[src/rtl/line_window_buffer.sv]
// Multi-row circular line buffer emitting one KSIZE-tall pixel column per accepted pixel.
// Optional build macro LB_ZERO_PAD_EN: output from row 0 with unfilled rows forced to zero.
module line_window_buffer #(
  parameter int unsigned DATA_W = 8,
  parameter int unsigned IMG_W  = 10,
  parameter int unsigned KSIZE  = 3,
  parameter int unsigned CNT_W  = 9
) (
  input  logic                    clk,
  input  logic                    rst,
  input  logic [DATA_W-1:0]       din,
  input  logic                    valid_in,
  input  logic                    sof,
  output logic [KSIZE*DATA_W-1:0] dout,
  output logic                    valid_out,
  output logic [CNT_W-1:0]        col_out,
  output logic                    eol_out
);

  localparam int unsigned AW = (IMG_W > 1) ? $clog2(IMG_W) : 1;
  localparam logic [CNT_W-1:0] LastCol = CNT_W'(IMG_W - 1);
  localparam logic [CNT_W-1:0] LastRow = CNT_W'(KSIZE - 1);

  logic [DATA_W-1:0]       mem_q [KSIZE-1][IMG_W];
  logic [DATA_W-1:0]       rd    [KSIZE-1];
  logic [CNT_W-1:0]        col_q, col_d, row_q, row_d;
  logic [CNT_W-1:0]        col_eff, row_eff;
  logic [AW-1:0]           idx;
  logic [KSIZE*DATA_W-1:0] dout_q, dout_d;
  logic                    valid_q, valid_d;
  logic                    eol_q, eol_d;
  logic [CNT_W-1:0]        col_out_q, col_out_d;

  // sof forces the current pixel to frame position (0,0) regardless of counter state
  assign col_eff = sof ? '0 : col_q;
  assign row_eff = sof ? '0 : row_q;
  assign idx     = col_eff[AW-1:0];

  always_comb begin
    for (int j = 0; j < int'(KSIZE) - 1; j++) begin
      rd[j] = mem_q[j][idx];
    end
  end

  always_comb begin
    col_d     = col_q;
    row_d     = row_q;
    dout_d    = dout_q;
    col_out_d = col_out_q;
    valid_d   = 1'b0;
    eol_d     = 1'b0;
    if (valid_in) begin
      if (col_eff == LastCol) begin
        col_d = '0;
        row_d = (row_eff == LastRow) ? row_eff : row_eff + CNT_W'(1);
      end else begin
        col_d = col_eff + CNT_W'(1);
        row_d = row_eff;
      end
      dout_d[DATA_W-1:0] = din;
      for (int j = 1; j < int'(KSIZE); j++) begin
`ifdef LB_ZERO_PAD_EN
        dout_d[j*DATA_W +: DATA_W] = (row_eff < CNT_W'(j)) ? '0 : rd[j-1];
`else
        dout_d[j*DATA_W +: DATA_W] = rd[j-1];
`endif
      end
      col_out_d = col_eff;
      eol_d     = (col_eff == LastCol);
`ifdef LB_ZERO_PAD_EN
      valid_d   = 1'b1;
`else
      valid_d   = (row_eff >= LastRow);
`endif
    end else if (sof) begin
      col_d = '0;
      row_d = '0;
    end
  end

  always_ff @(posedge clk) begin
    if (rst) begin
      col_q     <= '0;
      row_q     <= '0;
      dout_q    <= '0;
      col_out_q <= '0;
      valid_q   <= 1'b0;
      eol_q     <= 1'b0;
    end else begin
      col_q     <= col_d;
      row_q     <= row_d;
      dout_q    <= dout_d;
      col_out_q <= col_out_d;
      valid_q   <= valid_d;
      eol_q     <= eol_d;
    end
  end

  // Line memories are never cleared; stale contents are hidden by valid_out gating
  always_ff @(posedge clk) begin
    if (valid_in && !rst) begin
      mem_q[0][idx] <= din;
      for (int j = 1; j < int'(KSIZE) - 1; j++) begin
        mem_q[j][idx] <= rd[j-1];
      end
    end
  end

  assign dout      = dout_q;
  assign valid_out = valid_q;
  assign col_out   = col_out_q;
  assign eol_out   = eol_q;

endmodule

[config.mk]
export PLATFORM = sky130hd
export DESIGN_NAME = line_window_buffer
export DESIGN_NICKNAME = d
export VERILOG_FILES = /design/src/rtl/line_window_buffer.sv
export SDC_FILE = /design/constraint.sdc
export NUM_CORES = 1
export LEC_CHECK = 0
export ABC_AREA = 1
export CAP_MARGIN = 15
export CORE_ASPECT_RATIO = 0.75
export CORE_MARGIN = 1.5
export CORE_UTILIZATION = 55
export CTS_CLUSTER_SIZE = 8
export DETAILED_ROUTE_END_ITERATION = 6
export PLACE_DENSITY = 0.76
export SLEW_MARGIN = 20
export SYNTH_ARGS = -nofsm -noshare
export SYNTH_HDL_FRONTEND = slang
export SYNTH_SLANG_ARGS = --single-unit
[constraint.sdc]
create_clock -name clk -period 4.5 [get_ports clk]
set_clock_uncertainty 0.15 [all_clocks]
set_input_delay 0.45 -clock clk [delete_from_list [all_inputs] [get_ports clk]]
set_output_delay 0.45 -clock clk [all_outputs]
set_load 0.05 [all_outputs]
==> results.ini <==
[run_status]
run_status = finished, final reports clean

[die]
core_area_mm2 = 0.0153
io_pins = 47
dieWidth_um = 148
dieArea_mm2 = 0.0166
die_y_um = 112
fp-row-count = 39
initial_core_util = 0.568

[logic_synthesis]
ys_ff_latch = 213
yosys_warnings = 0
synth.avg_cell_area_um2 = 9.67
syn_nets = 912
synth_seq_area_share = 0.675
synth_top_area_cell = edfxtp_1
synthTopCellsByArea = edfxtp_1, nand2_1, dfxtp_1
synth_top_area_frac = 0.553
syn_area_mm2 = 0.00870
synth.distinct_cells = 23
synth_cells = 899

[global_route]
grt_antenna_before_repair = 0
grt_max_degree = 59
grt_pass1_vias = 6236
grt_pass1_wl_um = 33600
grt_usage = 0.263
grt_overflow_total = 0

[route]
vias_per_cell = 5.50
drc = 0
dr.pass1.iters = 5
drt-initial-drc-count = 710
num_vias = 6545
drt-total-wl_um = 21100
detail_route.wl_per_cell_um = 17.7
ant_nets = 0

[clocking]
clock_latency_ns = 0.54
cts_root_buf = clkbuf_16
clockBufferDepth = 3
cts_made_buffers = 30
clkTransAtPathRegs_ns = 0.05
cts.sinks = 213
cts-resized-gates = 0
hold_buffers = 0
htree_levels = 1
cts_setup_buffers = 0
cts_tree = done

[sta]
setup_tns_ns = 0
slew_viol_final = 0
tightest_slew_ns = 0.958
setup_ws_ns = 1.26
period_share = 0.719
fmax_mhz = 309
max-slew-margin-rel = 0.361
period_minus_slack_ns = 3.24
rsz0062_at_grt = false
setup_viol = 0
hold_viol_final = 0
timing.hold.ws_ns = 0.312

[layout]
instances_no_fill = 1191
drive_gt1_frac = 0.0720
syn_to_final_growth_pct = 18.5
n_fill_cell = 1200
finalInstanceArea_mm2 = 0.0103
fin_nets = 975
diodes = 0

[worst_setup_path]
setup.worst_path.end_class = flop
r2r_slack_ns = 1.45
crit_required_ns = 4.82
path_max_fanout = 14
crit_start = sof
r2r_cells = 8
worst_setup_path_start_kind = primary input
worstReg2RegStart = col_q[2]
worstPathArrival_ns = 3.56
worstReg2RegEnd = dout[10]
path_class = primary input to flop
crit_path_end = dout[10]

[power_and_ir_drop]
seqPwrFrac = 0.481
swShare = 0.227
p_sw_mw = 1.02
peakVddDrop_mv = 0.319
powerDensity_mw_per_mm2 = 437
combPwrFrac = 0.068
pwr-share-clk = 0.451
p_leak_nw = 4.14
intPower_mw = 3.48

[worst_hold_path]
hold_class = flop to flop

[placed_design]
place_congestion = 0.874
io_buffer_count = 46
dp_hpwl_um = 13300
post-place-ws_ns = 0.772
place_area_mm2 = 0.00944
placed_cells = 1135

[job]
max-cap-violations = 0

## power by group through the flow
| stage | registers (mW) | logic [mW] | clock network [mW] |
|---|---|---|---|
| floorplan | 2.27 | 0.122 | 0 |
| global route | 2.17 | 0.331 | 2.14 |
| finish | 2.17 | 0.306 | 2.03 |
| CTS | 2.17 | 0.305 | 2.05 |
| detailed placement | 2.21 | 0.302 | 0 |
| global placement | 2.20 | 0.299 | 0 |
## layout by cell type, fill, tap and decap left out
master and n:
clkbuf_16 30, inv_2 2, dfxtp_1 53, xor2_1 1
edfxtp_1 160, clkbuf_1 24, and2_1 1, buf_2 1
nand2_1 357, o21ai_0 39, clkinv_1 2, nor2_2 6
inv_1 41, nor2_1 92, clkinv_8 1, nand2_2 2
a21oi_1 36, xnor2_1 1, nand3_1 49, nor3_1 3
ha_1 1, nor2_4 1, buf_4 23, clkdlybuf4s50_1 45
nor3b_1 1, clkinv_2 1, nand4_1 9, nor3_2 4
## cells by family after synthesis
family / Yosys count / synth area share
AOI/OAI and AO/OA: 75 / 0.0432
xor gates and xnor gates: 2 / 0.00201
adders and majority gates: 1 / 0.00144
buffers and inverters: 83 / 0.0386
DFF: 213 / 0.675
and+or+nand+nor: 525 / 0.240
## cell type report
cell class,count,area (um2),share of cell area
Multi-Input combinational cell,603,2520,0.245
Inverter,45,169,0.0164
Clock buffer,54,841,0.0816
Tap cell,205,256,0.0249
Clock inverter,2,21.3,0.00206
Timing Repair Buffer,69,628,0.0610
Sequential cell,213,5870,0.569
## cells in the mapped netlist (all sizes together)
cell	n
ha	1
o21ai	39
edfxtp	160
clkbuf	19
clkinv	2
nand3	49
nor3	7
xnor2	1
nand2	359
and2	1
nor2	99
dfxtp	53
buf	19
xor2	1
nand4	9
a21oi	36
nor3b	1
inv	43
## worst max-delay path, cell delays in order
cell and delay, ns:
clkdlybuf4s50_1 0.58, nor2_1 0.49, inv_1 0.41, nor2_2 0.64, nand2_1 0.15, nand3_1 0.50, nor2_1 0.19, nor2_1 0.14
## sequential cells by signal, indices dropped and copies added (netlist names)
register / cells
col_out: 9
col_q: 9
dout: 24
eol_out: 1
mem_q: 160
row_q: 9
valid_out: 1
## routing by layer
layer,GRT usage,part of all wire,up-vias
li1,-,-,3095
met1,0.406,0.45,3063
met2,0.377,0.43,354
met3,0.0570,0.11,33
met4,0.0759,0.017,0
met5,0,0,-
## worst min path at each step
stage	from	endpoint	slack (ns)	depth (start not counted)
floorplan	col_q[7]	col_out[7]	0.33	2
global placement	col_out[0]	col_out[0]	0.31	2
detailed placement	col_out[0]	col_out[0]	0.31	2
CTS	valid_in	col_out[0]	0.31	5
global route	valid_in	col_out[0]	0.35	5
finish	col_out[0]	col_out[0]	0.31	2
## through the flow
step	power, mW	util
finish	4.51	0.672
global route	4.64	0.672
CTS	4.52	0.672
detailed placement	2.51	0.616
global placement	2.50	0.616
floorplan	2.39	-
Power figures use the tool's default switching activity.
==> RTL change: new RTL, config.mk and constraints unchanged <==
Build with the macro `LB_ZERO_PAD_EN` defined.
--- a/src/rtl/line_window_buffer.sv
+++ b/src/rtl/line_window_buffer.sv
@@ -2,2 +2,4 @@
 // Optional build macro LB_ZERO_PAD_EN: output from row 0 with unfilled rows forced to zero.
+`define LB_ZERO_PAD_EN
+
 module line_window_buffer #(
Behaviour: not the same (a bounded check fails within 4 cycles, from zero or initial values and one cycle with rst high).
==> RTL change against the unedited design <==
  * Worst hold slack improved by 0.0044 ns
  * Core utilization increased by 0.49 points
  * Register-to-register slack improved by 0.25 ns
  * First-iteration DRC count increased by 12%
  * Sequential share of layout area decreased by 0.60 points
  * Worst setup slack improved by 0.15 ns
  * Via count increased by 0.69%
  * Design area increased by 1.1%
  * Power decreased by 2.3%
  * Synthesized area increased by 0.30%
  * Sequential cell count unchanged
  * Routed wire length increased by 4.5%
  * Critical path type unchanged
  * Critical endpoint is now mem_q[0][132]
  * Largest cell class unchanged
  * Largest power group unchanged
==> RTL change: results (changes against the unedited design) <==
[outcome]
run_status = finished, final reports clean

[synth]
synth.top_cells.by_count = 222 x sky130_fd_sc_hd__nand2_1, 200 x sky130_fd_sc_hd__nor2_1, 160 x sky130_fd_sc_hd__edfxtp_1, 54 x sky130_fd_sc_hd__nand3_1, 53 x sky130_fd_sc_hd__dfxtp_1
synthAdderAreaFrac_pct = 0.143  ; -0.00043 points
synth_sequential_area_ratio_pct = 67.3  ; -0.20 points
number_of_nets_produced_by_synthesis = 901  ; -1.2%
compound_gate_fraction_of_synth_area_pct = 3.96  ; -0.36 points
post_synth_xor_area_fraction_pct = 0.201  ; -0.00061 points
syn-instance-count = 888  ; -1.2%
ys_types = 25  ; +8.7%

[final_layout]
filler_cells_inserted = 1178  ; -1.8%
post_route_cells_drive_above_1_share_pct = 10.2  ; +3.0 points
final_net_count = 977  ; +0.21%
finish.cell_count_without_fillers = 1193  ; +0.17%

[route]
first_iter_violations = 798  ; +12%
detailroute.wirelength.met3_um = 2150  ; -5.8%
met1Wirelength_um = 9600  ; +2.1%
drt-vias-per-instance = 5.52  ; +0.52%
routed_wire_length_per_instance_um = 18.5  ; +4.3%

[global_route]
grt_util_met1_pct = 41.5  ; +0.98 points
grt_pass1_wl_um = 35100  ; +4.5%
via_count_of_the_first_global_routing_pass = 6446  ; +3.4%
gr-usage-met2_pct = 41.8  ; +4.2 points
gr-usage-all-layers_pct = 27.7  ; +1.4 points

[min_path]
min_to = dout[8]
hold_path.startpoint = dout[8]

[critical_path]
endpoint = mem_q[0][132]
r2r-end = mem_q[0][24]
ff2ff_setup_slack_ns = 1.70  ; +0.25 ns
timing.critical_path.arrival_ns = 3.02  ; -0.54 ns
cpMaxStageDelayCell = sky130_fd_sc_hd__clkdlybuf4s50_1
critical-path-max-stage-delay_ns = 0.62  ; -0.02 ns

[power_and_ir_drop]
worst_ir_drop_vdd_v = 0.000290  ; -8.9%
power.static_leakage_nw = 3.99  ; -3.5%

[placed_design]
finalWeightedCongestion = 0.928  ; +6.1%
post-dp-hpwl_um = 14400  ; +8.0%

[sta]
hold_ws_ns = 0.317  ; +0.00444 ns

[RTL change: changes by cell type in the layout (fill, tap and decap cells not counted), moves of 3 or more]
| cell | change |
|---|---|
| sky130_fd_sc_hd__buf_4 | +7 |
| sky130_fd_sc_hd__inv_1 | +3 |
| sky130_fd_sc_hd__nand2_1 | -135 |
| sky130_fd_sc_hd__nand3_1 | +5 |
| sky130_fd_sc_hd__nand4_1 | -3 |
| sky130_fd_sc_hd__nor2_1 | +108 |
| sky130_fd_sc_hd__nor3_2 | +4 |
| sky130_fd_sc_hd__o21ai_0 | -8 |
| sky130_fd_sc_hd__or2_2 | +22 |
[RTL change: worst reg2reg max path, cell delays in order (launching register included)]
cell	delay (ns)
sky130_fd_sc_hd__dfxtp_1	0.33
sky130_fd_sc_hd__clkinv_1	0.26
sky130_fd_sc_hd__nor2_1	0.32
sky130_fd_sc_hd__nand2_1	0.39
sky130_fd_sc_hd__nor3_2	0.68
sky130_fd_sc_hd__buf_4	0.35
[RTL change: power by group]
part	switching, mW	internal, mW	total, mW
Clock	0.786	1.24	2.03
Combinational	0.160	0.0615	0.221
Sequential	0.00859	2.14	2.15
Total	0.954	3.45	4.40
[RTL change: layout make-up]
type / count / area [um^2] / share of cell area, %
Sequential cell: 213 / 5870 / 56.3
Multi-Input combinational cell: 593 / 2550 / 24.5
Clock buffer: 54 / 841 / 8.07
Timing Repair Buffer: 76 / 686 / 6.58
Tap cell: 205 / 256 / 2.46
Inverter: 50 / 188 / 1.80
Clock inverter: 2 / 21.3 / 0.204
[RTL change: stage by stage]
stage          area, um^2  setup slack [ns]
2_1_floorplan        8720              1.50
3_3_place_gp         9550              1.08
3_5_place_dp         9550             0.951
4_1_cts             10400              1.48
5_1_grt             10400              1.19
6_report            10400              1.41
